<file path="src/rtl/fetch_queue_pkg.sv">
`default_nettype none
// ============================================================================
// Module      : fetch_queue_pkg
// Description : Shared pipeline definitions used by the fetch queue and the
//               PC register: reset PC, NOP encoding and the buffered fetch
//               entry layout ({pc, instr}, pc in the upper 32 bits).
// Revision    : 1.0 - initial release
// ============================================================================
package fetch_queue_pkg;

  localparam logic [31:0] RESET_PC  = 32'h0040_0000;
  localparam logic [31:0] NOP_INSTR = 32'h0000_0000;

  // pc occupies [63:32], instr occupies [31:0]
  typedef struct packed {
    logic [31:0] pc;
    logic [31:0] instr;
  } fetch_entry_t;

endpackage : fetch_queue_pkg
`default_nettype wire

</file>
<file path="src/rtl/fetch_queue_fq_storage.sv">
`default_nettype none
// ============================================================================
// Module      : fq_storage
// Description : DEPTH x 64-bit register array holding fetch entries.
//               One synchronous write port, one combinational read port.
//               Contents are intentionally not reset.
// Ports       : clk    - rising-edge clock
//               we     - write enable
//               waddr  - write address
//               wdata  - entry to write
//               raddr  - read address
//               rdata  - entry at raddr (combinational)
// Revision    : 1.0 - initial release
// ============================================================================
module fq_storage
  import fetch_queue_pkg::*;
#(
  parameter int DEPTH = 4,
  parameter int AW    = 2
) (
  input  logic          clk,
  input  logic          we,
  input  logic [AW-1:0] waddr,
  input  fetch_entry_t  wdata,
  input  logic [AW-1:0] raddr,
  output fetch_entry_t  rdata
);

  fetch_entry_t mem [0:DEPTH-1];

  always_ff @(posedge clk) begin
    if (we) begin
      mem[waddr] <= wdata;
    end
  end

  assign rdata = mem[raddr];

endmodule : fq_storage
`default_nettype wire

</file>
<file path="src/rtl/fetch_queue.sv">
`default_nettype none
// ============================================================================
// Module      : fetch_queue
// Description : Instruction fetch buffer between IF and decode. Holds
//               {pc, instr} pairs in program order; IF pushes, decode pops,
//               a redirect flush discards every buffered entry.
// Ports       : clk        - rising-edge clock
//               rst_n      - asynchronous active-low reset
//               flush      - discard all entries (priority over push/pop)
//               push_valid - IF offers an entry
//               push_pc    - PC of offered instruction
//               push_instr - offered instruction word
//               push_ready - queue not full
//               pop_valid  - queue not empty
//               pop_pc     - head PC (RESET_PC when empty)
//               pop_instr  - head instruction (NOP when empty)
//               pop_ready  - decode consumes head this cycle
//               count      - occupancy, 0..DEPTH
// Revision    : 1.0 - initial release
// ============================================================================
module fetch_queue
  import fetch_queue_pkg::*;
#(
  parameter int          DEPTH    = 4,
  parameter int          AW       = 2,
  parameter logic [31:0] RESET_PC = fetch_queue_pkg::RESET_PC
) (
  input  logic          clk,
  input  logic          rst_n,
  input  logic          flush,
  input  logic          push_valid,
  input  logic [31:0]   push_pc,
  input  logic [31:0]   push_instr,
  output logic          push_ready,
  output logic          pop_valid,
  output logic [31:0]   pop_pc,
  output logic [31:0]   pop_instr,
  input  logic          pop_ready,
  output logic [AW:0]   count
);

  localparam logic [AW:0] FULL_COUNT = (AW+1)'(DEPTH);

  logic [AW-1:0] wr_ptr;
  logic [AW-1:0] rd_ptr;
  logic          push_fire;
  logic          pop_fire;
  fetch_entry_t  wr_entry;
  fetch_entry_t  rd_entry;

  // Full/empty come from the occupancy counter: with a power-of-two depth the
  // pointers alone cannot tell full from empty.
  assign push_ready = (count != FULL_COUNT);
  assign pop_valid  = (count != '0);

  assign push_fire = push_valid && push_ready;
  assign pop_fire  = pop_valid && pop_ready;

  assign wr_entry.pc    = push_pc;
  assign wr_entry.instr = push_instr;

  fq_storage #(
    .DEPTH (DEPTH),
    .AW    (AW)
  ) u_storage (
    .clk   (clk),
    .we    (push_fire && !flush),
    .waddr (wr_ptr),
    .wdata (wr_entry),
    .raddr (rd_ptr),
    .rdata (rd_entry)
  );

  // Empty queue presents a NOP at the reset PC so decode never sees stale data.
  assign pop_pc    = pop_valid ? rd_entry.pc    : RESET_PC;
  assign pop_instr = pop_valid ? rd_entry.instr : NOP_INSTR;

  always_ff @(posedge clk or negedge rst_n) begin
    if (!rst_n) begin
      wr_ptr <= '0;
      rd_ptr <= '0;
      count  <= '0;
    end else if (flush) begin
      wr_ptr <= '0;
      rd_ptr <= '0;
      count  <= '0;
    end else begin
      if (push_fire) begin
        wr_ptr <= wr_ptr + AW'(1);
      end
      if (pop_fire) begin
        rd_ptr <= rd_ptr + AW'(1);
      end
      case ({push_fire, pop_fire})
        2'b10:   count <= count + (AW+1)'(1);
        2'b01:   count <= count - (AW+1)'(1);
        default: count <= count;
      endcase
    end
  end

endmodule : fetch_queue
`default_nettype wire

</file>
<file path="config.mk">
export PLATFORM = sky130hd
export DESIGN_NAME = fetch_queue
export DESIGN_NICKNAME = d
export VERILOG_FILES = /design/src/rtl/fetch_queue_pkg.sv /design/src/rtl/fetch_queue_fq_storage.sv /design/src/rtl/fetch_queue.sv
export SDC_FILE = /design/constraint.sdc
export NUM_CORES = 1
export LEC_CHECK = 0
export CORE_ASPECT_RATIO = 1.2
export CORE_MARGIN = 4
export CORE_UTILIZATION = 49
export DETAILED_ROUTE_END_ITERATION = 12
export PLACE_DENSITY_LB_ADDON = 0.08
export SLEW_MARGIN = 0
export SYNTH_ARGS = -nofsm -noshare
export SYNTH_HDL_FRONTEND = slang
export SYNTH_HIERARCHICAL = 1
export SYNTH_SLANG_ARGS = --single-unit
export TNS_END_PERCENT = 10
</file>
<file path="constraint.sdc">
create_clock -name clk -period 6.2 [get_ports clk]
set_clock_uncertainty 0.1 [all_clocks]
set_input_delay 1.55 -clock clk [delete_from_list [all_inputs] [get_ports clk]]
set_output_delay 1.55 -clock clk [all_outputs]
set_load 0.02 [all_outputs]
</file>
### After elaboration in Yosys (flattened, before gate mapping)

Memory sizes are Yosys's and may differ from the RTL's.
Index checks and enable logic that the tools add are counted.
Widths: inputs -> output; s select.

* flip-flop bits (word level): 7
* output and inout bits: 69
* memory bits (writable): 256
* input port bits: 69
* memories: 1

Memory list
* u_storage.mem: depth 4, bits a word 64, rd ports 1, clocked after memory_dff 0, write ports 1, RTL line fetch_queue_fq_storage.sv:29 `fetch_entry_t mem [0:DEPTH-1];`

* reduce and logical (&&, ||, !) cells: 8
* muxes and demuxes: 10
* add/subtract/negate cells: 4
* equality and inequality tests: 3

Operator list (number)
* $mux 32: 2
* $mux 2: 4
* $pmux 3 s2: 1
* $reduce_bool 3->1: 2
* $add 2x1->2 const B: 2
* $reduce_bool 2->1: 2
* $add 3x1->3 const B: 1
* $logic_and 1x1->1: 3
* $mux 3: 1
* $ne 3x3->1 const B: 1
* $sub 3x1->3 const B: 1
* $eq 2x1->1 const B: 1
* $eq 2x2->1 const B: 1
* $mux 1: 2
* $logic_not 1->1: 1

### Logic depth before layout (Yosys ltp)

* depth after elaboration: 5
* depth in mapped cells: 7
* depth with buffers taken out: 6

### Modules after synthesis

The synthesis kept the hierarchy.

Modules (own cells, without submodules)
* fq_storage: instances 1, area each 9341.5 µm², cells an instance 338, sequential area each 7687.4 µm²
* fetch_queue: instances 1, area each 958.4 µm², cells an instance 125, sequential area each 175.2 µm²

### Least setup slack after synthesis

OpenSTA, ideal clock, no wires.

* path kind: in2reg
* start point: in push_valid
* end point: mem u_storage/mem[0][0] (netlist name), enable pin
* buffers on the path: 1
* setup slack: -1.222 ns
* cell stages on the path: 4
* required time: 5.522 ns
* library setup time: 0.578 ns
* arrival time: 6.744 ns
* cells stage by stage: buf_2 inv_1 nor3_1 nor3b_1

* longest elaborated chain between the ends: 4

RTL lines
* from (decl): RTL line fetch_queue.sv:31 `input logic push_valid,`
* $logic_and 1x1->1: RTL line fetch_queue.sv:56 `assign push_fire = push_valid && push_ready;`
* $logic_and 1x1->1: RTL line fetch_queue.sv:67 `.we (push_fire && !flush),`
* $mux 1: RTL line fetch_queue_fq_storage.sv:32 `if (we) begin`
* $mux 1 (not written as such): RTL line fetch_queue_fq_storage.sv:33 `mem[waddr] <= wdata;`
* to (decl): RTL line fetch_queue_fq_storage.sv:29

Every way passes these cells.

### Final worst setup path

* start point: reg count[0]
* end point: out pop_instr[15]

* longest elaborated chain between the ends: 2

RTL lines
* from (decl): RTL line fetch_queue.sv:39 `output logic [AW:0] count`
* from (signal assigned): RTL line fetch_queue.sv:95 `2'b10: count <= count + (AW+1)'(1);`
* from (signal assigned): RTL line fetch_queue.sv:96 `2'b01: count <= count - (AW+1)'(1);`
* from (signal assigned): RTL line fetch_queue.sv:97 `default: count <= count;`
* $reduce_bool 3->1: RTL line fetch_queue.sv:54 `assign pop_valid = (count != '0);`
* $mux 32: RTL line fetch_queue.sv:76 `assign pop_instr = pop_valid ? rd_entry.instr : NOP_INSTR;`
* to (decl): RTL line fetch_queue.sv:37 `output logic [31:0] pop_instr,`

Every way passes these cells.

==> flow_metrics.py <==
metrics = {
    "outcome": {
        "status": "finished, final reports clean",
    },
    "global_routing": {
        "antenna_found_initial": 1,
        "grt_pass1_wl_um": 29730,
        "first_global_vias": 5291,
        "grt_overflow": 0,
        "grt_max_degree": 66,
        "grtUsageTotal_pct": 16.26,
    },
    "synth": {
        "ys_top_cells_by_area": "edfxtp_1 (75%), mux4_2 (13%), and2_1 (3.8%), dfrtp_1 (1.7%), buf_12 (1.2%)",
        "synth_top_area_share_pct": 74.64,
        "synth_edf_count": 256,
        "synth_top_area_cell": "edfxtp_1",
        "yosysMostFrequentCell": "edfxtp_1",
        "synthFlopType": "edfxtp_1",
        "synth_cell_type_count": 37,
        "ys_seq_area_share_pct": 76.34,
        "synth_nets": 533,
        "synthCells": 463,
        "ys_ff_latch": 263,
        "syn-cell-area_sq_mm": 0.01030,
        "avgSynthCellArea_sq_um": 22.25,
        "async_flop_share_pct": 2.662,
        "yosys_warnings": 6,
        "ys_top_cells_by_count": "edfxtp_1 (256), and2_1 (63), mux4_2 (60), buf_2 (10)",
    },
    "critical_path": {
        "crit_chain": "or3_2 -> and2_1 -> clkdlybuf4s50_1",
        "slowest_stage": "or3_2",
        "reg2reg_setup_slack_ns": 3.38,
        "critPathTopFamily": "simple AND/OR/NAND/NOR gates",
        "cp.arrival_ns": 3.08,
        "max_stage_delay_ns": 1.02,
        "path_class": "register to output pin",
        "worstRegToRegCells": 4,
        "required_ns": 4.55,
        "cp_num_buf_inv": 1,
        "r2r-start": "count[0]",
        "crit_path_start_kind": "register",
        "worstPathMaxFanout": 65,
        "r2r-end": "u_storage/mem[2][50]",
        "worst_setup_path_end_kind": "output pin",
    },
    "clock_tree": {
        "cts_buffers": 25,
        "post_cts_buffers": 0,
        "htree_levels": 1,
        "cts_tree": "built",
        "cts_hold_repair.buffers": 0,
        "ctsRootBufferMaster": "clkbuf_16",
        "clock-sinks": 263,
        "clock_latency_ns": 0.51,
        "cts_resized": 0,
        "clkTransAtPathRegs_ns": 0.06,
        "clk_path_buf_depth": 3,
    },
    "route": {
        "first_iter_violations": 289,
        "vias": 4881,
        "ant_nets": 0,
        "via_per_inst": 5.490,
        "first_pass_iters": 6,
        "drc": 0,
        "wl_um": 19020,
        "wl_per_cell_um": 21.39,
    },
    "sta": {
        "timing.fmax_mhz": 211.5,
        "worst_pin_slew_ns": 1.212,
        "worst_slack_ns": 1.473,
        "final_max_slew_viol_count": 0,
        "final_min_period_over_clock_period_pct": 76.25,
        "relSlewSlack_pct": 19.20,
        "min_period_ns": 4.728,
        "setup_tns_ns": 0,
        "setup_viol": 0,
        "rsz0062_at_grt": "no",
        "hold_viol": 0,
    },
    "cells_and_area": {
        "drive_above_1_share_pct": 17.95,
        "finish.net_count": 677,
        "area_delta_synth_final_pct": 22.01,
        "diodes": 0,
        "fillers": 1458,
    },
    "place": {
        "dp_slack_ns": 1.677,
        "place_congestion": 0.7825,
        "post-dp-hpwl_um": 10870,
        "numPortBuffers": 137,
    },
    "power": {
        "power.density_mw_per_mm2": 325.9,
        "ir_drop_mv": 0.2174,
        "leakagePower_nw": 3.956,
    },
    "floorplanning": {
        "die-height_um": 166.8,
        "num_rows": 57,
        "core_sq_mm": 0.02047,
        "ioPinCount": 138,
        "start_util_pct": 50.32,
        "dieArea_sq_mm": 0.02341,
        "die_w_um": 140.4,
    },
    "hold_path": {
        "hold_end": "count[2]",
        "hp-class": "register to register",
        "hp-start": "count[2]",
        "hold_depth": 1,
    },
    "flow_run": {
        "maxCapViolations": 0,
    },
}
## state kept, by name, indices dropped and copies added, names as in the netlist
register,count
count,3
wr_ptr,2
u_storage/mem,256
rd_ptr,2
## layer usage
| metal | up-vias | share of wire (%) | track usage, % |
|---|---|---|---|
| met3 | 24 | 5.5 | 3.241 |
| met2 | 128 | 53 | 28.17 |
| li1 | 2167 | - | - |
| met5 | - | 0.079 | 0 |
| met4 | 2 | 1.6 | 4.003 |
| met1 | 2560 | 40 | 21.31 |
## cells by family (layout without fill, tap and decap cells)
| logic type | count (synthesis) | after routing | synth area share [%] |
|---|---|---|---|
| XOR/XNOR | 3 | 3 | 0.2551 |
| AND/OR/NAND/NOR | 87 | 87 | 5.236 |
| adder cells (fa/ha/maj) | 1 | 1 | 0.1944 |
| buffers and inverters | 30 | 191 | 2.685 |
| flip-flops | 263 | 263 | 76.34 |
| AO/OA/AOI/OAI | 13 | 13 | 0.9354 |
| multiplexers | 66 | 66 | 14.36 |
## cell usage in the layout (no fill, tap or decap), types with 2 or more instances in the layout
| cell | n |
|---|---|
| dfrtp_1 | 5 |
| o2111ai_1 | 2 |
| and2_1 | 63 |
| nor2b_1 | 2 |
| clkbuf_1 | 5 |
| o21ai_0 | 3 |
| edfxtp_1 | 256 |
| clkinv_2 | 7 |
| clkdlybuf4s50_1 | 137 |
| dfrtp_4 | 2 |
| mux2_2 | 2 |
| nand2b_1 | 3 |
| clkinv_1 | 5 |
| inv_1 | 4 |
| mux4_2 | 60 |
| a21oi_1 | 2 |
| nor3_1 | 2 |
| and3b_4 | 2 |
| nor2_1 | 4 |
| mux4_1 | 4 |
| xor2_1 | 2 |
| clkbuf_16 | 25 |
| buf_4 | 5 |
| nand3_1 | 3 |
## power breakdown
| group | leakage (nW) | total, W | switching, W | internal (W) |
|---|---|---|---|---|
| Clock | 0.363 | 0.00137 | 0.000594 | 0.000779 |
| Sequential | 2.41 | 0.00206 | 0.0000479 | 0.00201 |
| Combinational | 1.18 | 0.000667 | 0.000317 | 0.000349 |
## worst max-delay path by stage
| stage | startpoint | end | slack (ns) | cells past startpoint |
|---|---|---|---|---|
| final | count[0] | pop_instr[15] | 1.47 | 3 |
| after global placement | push_valid | u_storage/mem[2][50] | 1.77 | 5 |
| after global routing | count[0] | pop_instr[15] | 1.23 | 3 |
| after CTS | count[0] | pop_instr[15] | 1.37 | 3 |
| after floorplan | push_valid | u_storage/mem[0][0] | 1.06 | 4 |
| after detailed placement | push_valid | u_storage/mem[2][55] | 1.68 | 5 |
## stage by stage
stage	util, %	power [W]	cell area (sq um)	hold WS (ns)	instances
final	61.40	0.004095	12570	0.5488	889
after CTS	61.40	0.004154	12570	0.5488	889
after floorplan	-	0.002511	10300	0.4037	463
after global routing	61.40	0.004266	12570	0.5877	889
after detailed placement	57.80	0.002777	11830	0.5289	845
after global placement	57.80	0.002766	11830	0.5384	845
## layout make-up
cell class | count | area [sq um] | area share, %
Sequential cell | 263 | 7870 | 62.62
Inverter | 4 | 15.01 | 0.1195
Timing Repair Buffer | 143 | 1429 | 11.37
Clock buffer | 30 | 644.4 | 5.127
Clock inverter | 14 | 91.34 | 0.7268
Tap cell | 265 | 331.6 | 2.638
Multi-Input combinational cell | 170 | 2186 | 17.39
Note: power is estimated with default switching activity, not from simulation.
